<file path="src/rtl/mult_pkg.sv">
// Shared types and helpers for the iterative shift-add multiplier.
// Holds the FSM state encoding and the operand magnitude function.
package mult_pkg;

    typedef enum logic [1:0] {
        IDLE = 2'd0,
        BUSY = 2'd1,
        DONE = 2'd2
    } state_t;

    // Widest operand abs_mag can handle; callers zero-extend into this width.
    localparam int MAX_W = 64;

    // Magnitude of a width-bit value; the most negative value maps to 2^(width-1).
    function automatic logic [MAX_W-1:0] abs_mag(input logic [MAX_W-1:0] value,
                                                 input int              width,
                                                 input logic            is_signed);
        logic [MAX_W-1:0] one;
        logic [MAX_W-1:0] mask;
        one  = {{(MAX_W-1){1'b0}}, 1'b1};
        mask = (width >= MAX_W) ? {MAX_W{1'b1}} : ((one << width) - one);
        if (is_signed && value[width-1]) begin
            abs_mag = (~value + one) & mask;
        end else begin
            abs_mag = value & mask;
        end
    endfunction

endpackage

</file>
<file path="src/rtl/mult_pp_step.sv">
// Combinational partial product for one iteration:
// (a_mag * b_slice) << shift, computed at full product width.
module mult_pp_step #(
    parameter int WIDTH = 6,
    parameter int K     = 1,
    parameter int SHW   = 5
) (
    input  logic [WIDTH-1:0]   a_mag,
    input  logic [K-1:0]       b_slice,
    input  logic [SHW-1:0]     shift,
    output logic [2*WIDTH-1:0] pp
);

    logic [2*WIDTH-1:0] a_ext;
    logic [2*WIDTH-1:0] b_ext;
    logic [2*WIDTH-1:0] prod;

    // a_mag * b_slice < 2^(WIDTH+K) and shift <= WIDTH-K, so nothing is lost at 2*WIDTH bits.
    always_comb begin
        a_ext = {{WIDTH{1'b0}}, a_mag};
        b_ext = {{(2*WIDTH-K){1'b0}}, b_slice};
        prod  = a_ext * b_ext;
        pp    = prod << shift;
    end

endmodule

</file>
<file path="src/rtl/seq_shift_add_mult.sv">
// Iterative shift-add multiplier retiring K multiplier bits per cycle, with
// per-operation signed/unsigned mode and valid/ready handshakes on both sides.
module seq_shift_add_mult
    import mult_pkg::*;
#(
    parameter int WIDTH     = 6,
    parameter int K         = 1,
    parameter int SIGNED_EN = 1
) (
    input  logic               clk,
    input  logic               rst,
    input  logic               in_valid,
    output logic               in_ready,
    input  logic [WIDTH-1:0]   in_a,
    input  logic [WIDTH-1:0]   in_b,
    input  logic               in_signed,
    output logic               out_valid,
    input  logic               out_ready,
    output logic [2*WIDTH-1:0] out_p
);

    localparam int N   = WIDTH / K;
    localparam int CW  = $clog2(N + 1);
    localparam int SHW = $clog2(2 * WIDTH) + 1;
    localparam logic [SHW-1:0] K_SH   = SHW'(K);
    localparam logic [CW-1:0]  N_CNT  = CW'(N);
    localparam logic           SEN    = (SIGNED_EN != 0);

    generate
        if (K < 1 || K > WIDTH || (WIDTH % K) != 0) begin : g_bad_k
            $error("seq_shift_add_mult: K must be in 1..WIDTH and divide WIDTH");
        end
        if (WIDTH > MAX_W) begin : g_bad_width
            $error("seq_shift_add_mult: WIDTH exceeds mult_pkg::MAX_W");
        end
    endgenerate

    state_t             state, state_next;
    logic [WIDTH-1:0]   a_mag, a_mag_next;
    logic [WIDTH-1:0]   b_mag, b_mag_next;
    logic               neg, neg_next;
    logic [2*WIDTH-1:0] acc, acc_next;
    logic [CW-1:0]      cnt, cnt_next;
    logic [2*WIDTH-1:0] p_next;
    logic               valid_next;
    logic               signed_op;
    logic [SHW-1:0]     shift;
    logic [2*WIDTH-1:0] pp;

    assign signed_op = in_signed & SEN;
    assign in_ready  = (state == IDLE) && !rst;
    assign shift     = SHW'(cnt) * K_SH;

    mult_pp_step #(
        .WIDTH (WIDTH),
        .K     (K),
        .SHW   (SHW)
    ) u_pp_step (
        .a_mag   (a_mag),
        .b_slice (b_mag[K-1:0]),
        .shift   (shift),
        .pp      (pp)
    );

    always_ff @(posedge clk) begin
        if (rst) begin
            state     <= IDLE;
            a_mag     <= '0;
            b_mag     <= '0;
            neg       <= 1'b0;
            acc       <= '0;
            cnt       <= '0;
            out_p     <= '0;
            out_valid <= 1'b0;
        end else begin
            state     <= state_next;
            a_mag     <= a_mag_next;
            b_mag     <= b_mag_next;
            neg       <= neg_next;
            acc       <= acc_next;
            cnt       <= cnt_next;
            out_p     <= p_next;
            out_valid <= valid_next;
        end
    end

    // BUSY spends N cycles accumulating and one more to apply the sign into out_p.
    always_comb begin
        state_next = state;
        a_mag_next = a_mag;
        b_mag_next = b_mag;
        neg_next   = neg;
        acc_next   = acc;
        cnt_next   = cnt;
        p_next     = out_p;
        valid_next = out_valid;
        case (state)
            IDLE: begin
                if (in_valid) begin
                    a_mag_next = WIDTH'(abs_mag(MAX_W'(in_a), WIDTH, signed_op));
                    b_mag_next = WIDTH'(abs_mag(MAX_W'(in_b), WIDTH, signed_op));
                    neg_next   = signed_op & (in_a[WIDTH-1] ^ in_b[WIDTH-1]);
                    acc_next   = '0;
                    cnt_next   = '0;
                    state_next = BUSY;
                end
            end
            BUSY: begin
                if (cnt == N_CNT) begin
                    p_next     = neg ? (~acc + 1'b1) : acc;
                    valid_next = 1'b1;
                    state_next = DONE;
                end else begin
                    acc_next   = acc + pp;
                    b_mag_next = b_mag >> K;
                    cnt_next   = cnt + 1'b1;
                end
            end
            DONE: begin
                if (out_ready) begin
                    valid_next = 1'b0;
                    state_next = IDLE;
                end
            end
            default: begin
                state_next = IDLE;
            end
        endcase
    end

endmodule
</file>
<file path="config.mk">
export PLATFORM = sky130hd
export DESIGN_NAME = seq_shift_add_mult
export DESIGN_NICKNAME = d
export VERILOG_FILES = /design/src/rtl/mult_pkg.sv /design/src/rtl/mult_pp_step.sv /design/src/rtl/seq_shift_add_mult.sv
export SDC_FILE = /design/constraint.sdc
export NUM_CORES = 1
export LEC_CHECK = 0
export ABC_CLOCK_PERIOD_IN_PS = 2650
export BUFFER_PORTS_ARGS = -buffer_cell sky130_fd_sc_hd__clkbuf_2
export CORE_UTILIZATION = 55
export CTS_BUF_LIST = sky130_fd_sc_hd__clkbuf_2 sky130_fd_sc_hd__clkbuf_4 sky130_fd_sc_hd__clkbuf_8
export CTS_CLUSTER_SIZE = 10
export DETAILED_ROUTE_END_ITERATION = 6
export PLACE_DENSITY_LB_ADDON = 0.05
export SKIP_CTS_REPAIR_TIMING = 1
export SLEW_MARGIN = 20
export SYNTH_ARGS = -nofsm -noshare
export SYNTH_HDL_FRONTEND = slang
export SYNTH_HIERARCHICAL = 1
export SYNTH_SLANG_ARGS = --single-unit
export TNS_END_PERCENT = 5
</file>
<file path="constraint.sdc">
create_clock -name clk -period 2.65 [get_ports clk]
set_input_delay 0.1325 -clock clk [delete_from_list [all_inputs] [get_ports clk]]
set_output_delay 0.1325 -clock clk [all_outputs]
set_load 0.01 [all_outputs]
</file>
# After elaboration in Yosys (flattened, before gate mapping)
# Index checks and enable logic that the tools add are counted.
# Widths: inputs -> output; s select.
[classes]
n_bitwise = 5
mul = 1
n_mux = 19
n_addsub = 5
eq_ne = 7
div = 0
reduce_logical = 12
shift = 1
n_lt_le_gt_ge = 0
[op_table]
columns = ["op", "count"]
rows = [
  ["$mux 12", 3],
  ["$mux 6", 4],
  ["$pmux 12 s2", 1],
  ["$add 12x1->12 const B", 1],
  ["$add 12x12->12", 1],
  ["$add 6x1->6 const B", 2],
  ["$not 12->12", 1],
  ["$not 6->6", 2],
  ["$pmux 6 s2", 1],
  ["$shl 7x3->12", 1],
  ["$reduce_and 3->1", 3],
  ["$ne 2x2->1 const B", 4],
  ["$mul 6x1->7", 1],
  ["$mux 2", 3],
  ["$mux 3", 2],
  ["$pmux 2 s3", 1],
  ["$pmux 3 s2", 1],
  ["$reduce_and 2->1", 2],
  ["$reduce_bool 2->1", 2],
  ["$add 3x1->3 const B", 1],
  ["$eq 3x3->1 const B", 1],
  ["$logic_and 1x1->1", 3],
  ["$eq 2x1->1 const B", 1],
  ["$eq 2x2->1 const B", 1],
  ["other kinds (6)", 7],
]
[word_totals]
mem_bits_rw = 0
wordCells = 58
inputBits = 17
latch_bits = 0
mem_bits_ro = 0
reg_bits = 43
n_memories = 0
output_inout_bits = 14

# Logic depth before layout (Yosys ltp)
[logic_depth]
depth_word = 5
depth_mapped = 12

# Modules after synthesis
# Netlist, hierarchy kept.
[by_module_without_submodules]
columns = ["module", "instances", "cells_each", "seq_area_each_um2", "area_per_inst_um2"]
rows = [
  ["seq_shift_add_mult", 1, 301, 860.8, 2448.6],
  ["mult_pp_step", 1, 54, 0.0, 416.6],
]

# Least setup slack after synthesis
# No wires, ideal clock.
[synth_timing]
kind = "register to register"
startpoint = "register cnt[0]"
endpoint = "register acc[9]"
period_less_slack_ns = 2.725
setup_time_ns = 0.117
arrival_time_ns = 2.608
path_slack_ns = -0.075
stages_incl_launch_ff = 12
required_ns = 2.533
path_cell_list = "dfxtp_1 > buf_6 > mux2_4 > a221oi_1 > a2111oi_2 > ha_1 > a21o_2 > a21o_2 > a31oi_1 > o21ai_1 > xor2_1 > a22o_1"
[synth_via]
elab_chain_len = 4
elab_cells_between_ends = 7
cone_classes = "add/sub: 1; eq/ne: 2; shift: 1; mux: 2; reduce/logical: 1"
[synth_lines]
columns = ["element", "line", "source"]
rows = [
  ["start, declared", "seq_shift_add_mult.sv:43", "logic [CW-1:0] cnt, cnt_next;"],
  ["start signal, assigned", "seq_shift_add_mult.sv:81", "cnt <= cnt_next;"],
  ["$shl 7x3->12", "mult_pp_step.sv:23", "pp = prod << shift;"],
  ["named net pp[4]", "seq_shift_add_mult.sv:48", "logic [2*WIDTH-1:0] pp;"],
  ["$add 12x12->12", "seq_shift_add_mult.sv:114", "acc_next = acc + pp;"],
  ["$mux 12", "seq_shift_add_mult.sv:109", "if (cnt == N_CNT) begin"],
  ["$pmux 12 s2", "seq_shift_add_mult.sv:97", "case (state)"],
  ["end signal, assigned", "seq_shift_add_mult.sv:80", "acc <= acc_next;"],
  ["end, declared", "seq_shift_add_mult.sv:42", "logic [2*WIDTH-1:0] acc, acc_next;"],
]
# The timed path passes the listed nets, and every way through them passes these cells. The select of a mux whose other input is x is not followed.
# A chain may end at the register's enable or synchronous reset.

# Final worst setup path
[layout_timing]
startpoint = "register cnt[0]"
endpoint = "register acc[11]"
# The elaborated chain is that of the path after synthesis.

==> summary.md <==
| Metric | Value |
|---|---|
| Final Core Density | `0.710` |
| Crit-path cells | `buf_4, mux4_2, nor3b_1, ha_1, o211a_1, a211oi_2, nor3_1, or3_1, and2_4, o211ai_2` |
| Ports | `31` |
| Seq/Total Area, Yosys | `0.300` |
| First-pass GRT wire length | `10700 µm` |
| Logic pwr share | `0.155` |
| Post-route minimum period | `2.66 ns` |
| Internal Power | `1.04 mW` |
| Clock Tree Root | `clkbuf_8` |
| Final ANT Viol Nets | `0` |
| Pin count of the biggest net entering global routing | `26` |
| Placed Instance Area | `0.00328 mm²` |
| Filler cells | `420` |
| Finished Cell Area | `between 0.003 and 0.004 mm²` |
| Min-delay src | `in_a[0]` |
| Worst Path Arrival | `2.88 ns` |
| Max-Cap Viols | `0` |
| CP Launch Type | `flip-flop` |
| Worst-skew pair later-pin latency | `0.30 ns` |
| Hold WS | `0.0706 ns` |
| Non-Filler Instances | `488` |
| Switching power | `374 µW` |
| Share of cells above drive strength 1 | `0.245` |
| Syn Inst Count | `355` |
| CTS Buf Count | `5` |
| Violated checks | `negative setup slack` |
| Synth Warn # | `6` |
| Row cnt | `25` |
| Max stage delay on crit path | `0.51 ns` |
| Synth Area per Inst | `8.07 µm²` |
| Power density of the placed cells | `409 mW/mm²` |
| Max VDD drop | `0.338 mV` |
| Critical path fanouts, max | `6` |
| Clk buf depth | `2` |
| CP Launch Point | `cnt[0]$_SDFFE_PP0P_` |
| TritonCTS clock tree | `built` |
| Async S/R FF share, synth | `0` |
| Area of the multi-input gates | `0.00200 mm²` |
| RSZ-0062 raised after global routing | `true` |
| Iteration count of the initial detailed-routing pass | `4` |
| Vias in the first global route | `2422` |
| Worst Path Required | `2.88 ns` |
| Yosys cell types | `65` |
| Gr usage total | `0.254` |
| Final worst slack | `-0.00663 ns` |
| Die area | `0.00550 mm²` |
| Sequential Power Share | `0.483` |
| Routed Wire Length | `6390 µm` |
| Sw Ratio | `0.264` |
| Die H | `74.2 µm` |
| FF+latch count, synth | `43` |
| Mapped Area | `0.00287 mm²` |
| Max-slew violations | `0` |
| Sinks on Clock Net | `43` |
| Worst path slowest cell | `mux4_2` |
| Static leakage | `1.51 nW` |
| IO Port Bufs | `30` |
| DR iter-0 viols | `92` |
| R2R Path Start | `cnt[0]$_SDFFE_PP0P_` |
| Detail Placement HPWL | `slightly below 5000 µm` |
| Slew HR | `0.566` |
| Core area | `0.00488 mm²` |
| Fin. Hold Viols | `0` |
| Die width | `approximately 74 µm` |
| Wirelength per Cell | `13.1 µm` |
| Slew @ Worst Pin | `0.651 ns` |
| Run status | `complete, but fails checks` |
| Antenna fix cells | `0` |
| Sequential cell area | `~870 µm²` |
| Predominant post-synthesis flop cell | `dfxtp_1` |
| Skew final | `0.00948 ns` |
| Worst setup EP type | `flip-flop` |
| Total number of vias | `2700` |
| H-tree Lvls | `2` |
| Final period utilization | `1.00` |
| GR Overflow Total | `0` |
| Gpl congestion | `0.872` |
| # setup viols final | `1` |
| Initial core utilization | `0.587` |
| Drt drc | `0` |
| CTS clk-pin slew, worst paths | `0.08 ns` |
| Final Net Count | `454` |
| Antenna violations before repair | `0` |
| Number of flops mapped to enable cells by yosys | `0` |
| Worst Path Class, Setup | `flip-flop to flip-flop` |
| Min-Delay Path Class | `input pin to flip-flop` |
| Max Fclk | `roughly 0.38 GHz` |
| Total placed cells including tap cells | `478` |
| Clock power frac | `0.362` |
| Fin Setup TNS | `-0.00663 ns` |
| Area Overhead vs Synth | `21.0%` |
| Via density | `around 5.5` |
-- registers in the layout, summed over array words and instances, names as in the netlist --
| name | flops |
|---|---|
| a_mag | 6 |
| acc | 12 |
| b_mag | 6 |
| cnt | 3 |
| neg | 1 |
| out_p | 12 |
| out_valid | 1 |
| state | 2 |
-- per-layer routing --
layer / global-route usage / part of all wire
met4: 0.0876 / 0.016
met5: 0 / 0
met3: 0.0623 / 0.040
met2: 0.452 / 0.49
met1: 0.295 / 0.45
-- cell usage after synthesis, types with 4 or more instances --
library cell | number | area, µm²
a211oi_1 | 16 | 120
a21o_2 | 4 | 35.0
a21oi_1 | 39 | 195
a22o_1 | 5 | 43.8
and2b_2 | 4 | 35.0
and3_1 | 5 | 31.3
clkbuf_1 | 8 | 30.0
dfxtp_1 | 43 | 861
ha_1 | 16 | 200
inv_1 | 10 | 37.5
mux2_2 | 4 | 45.0
mux2i_1 | 6 | 60.1
nand2_1 | 33 | 124
nand2b_1 | 4 | 25.0
nand3_1 | 12 | 60.1
nor2_1 | 45 | 169
nor3_1 | 6 | 30.0
o21ai_0 | 12 | 60.1
or3_1 | 4 | 25.0
xnor2_1 | 12 | 105
xor2_1 | 8 | 70.1
-- final timing paths --
path	to	slack (ns)	cells past startpoint
hold reg to reg	out_p[9]$_SDFFE_PP0P_	0.45	2
setup / recovery	acc[11]$_SDFFE_PP0P_	-0.007	10
hold / removal	a_mag[0]$_SDFFE_PP0P_	0.07	3
setup reg to reg	acc[11]$_SDFFE_PP0P_	-0.007	10
-- placed cells by master (no fill, tap or decap), types with 2 or more instances in the layout --
master,n
a211o_1,2
a211oi_1,16
a21o_2,4
a21oi_1,37
a21oi_2,2
a22o_1,5
a22oi_1,3
a31oi_1,2
a32oi_1,2
and2_1,2
and2b_2,4
and3_1,5
buf_4,28
clkbuf_2,30
clkbuf_8,5
conb_1,14
dfxtp_1,39
dfxtp_2,2
dfxtp_4,2
ha_1,16
inv_1,9
mux2_2,3
mux2_4,2
mux2i_1,4
mux2i_2,2
nand2_1,33
nand2b_1,4
nand3_1,12
nor2_1,45
nor2_2,2
nor3_1,6
o21ai_0,12
o21ai_1,3
o31ai_1,3
or3_1,3
xnor2_1,12
xor2_1,8
-- cells by family (layout without fill, tap and decap cells) --
logic type	count (synthesis)	after routing	synth area share
AOI/OAI and AO/OA	110	110	0.259
xor gates and xnor gates	20	20	0.0611
adders and majority gates	17	17	0.0769
buffers and inverters	23	76	0.0367
DFF	43	43	0.300
muxes	12	12	0.0498
other	1	14	0.00131
and+or+nand+nor	129	129	0.214
-- per-stage QoR --
stage               setup slack (ns)  total power, mW
floorplan                    0.00193            0.839
global placement              0.0341            0.904
detailed placement           -0.0382            0.907
CTS                          -0.0761             1.42
global route                 -0.0897             1.48
finish                      -0.00663             1.42
-- power groups by stage --
stage / sequential, mW / clock (mW) / combinational, mW
after floorplan: 0.695 / 0 / 0.144
after global placement: 0.699 / 0 / 0.204
after detailed placement: 0.700 / 0 / 0.207
after CTS: 0.685 / 0.525 / 0.209
after global routing: 0.688 / 0.547 / 0.248
final: 0.685 / 0.513 / 0.219
-- worst max-delay path, delay by kind of cell (launching register included) --
kind	cells	cell delay, ns
flops	1	0.38
simple gates	4	0.72
buf+inv	1	0.14
mux	1	0.51
compound gates	3	0.51
fa+ha+maj	1	0.31
-- cell type report --
class                      instances  area share
tap                               67      0.0242
inverter                          10      0.0108
clock buffer                       5      0.0199
multi-input combinational        302       0.577
clock inverter                     3      0.0126
sequential                        43       0.251
timing repair buffer              58       0.104
Note: power is estimated with default switching activity, not from simulation.
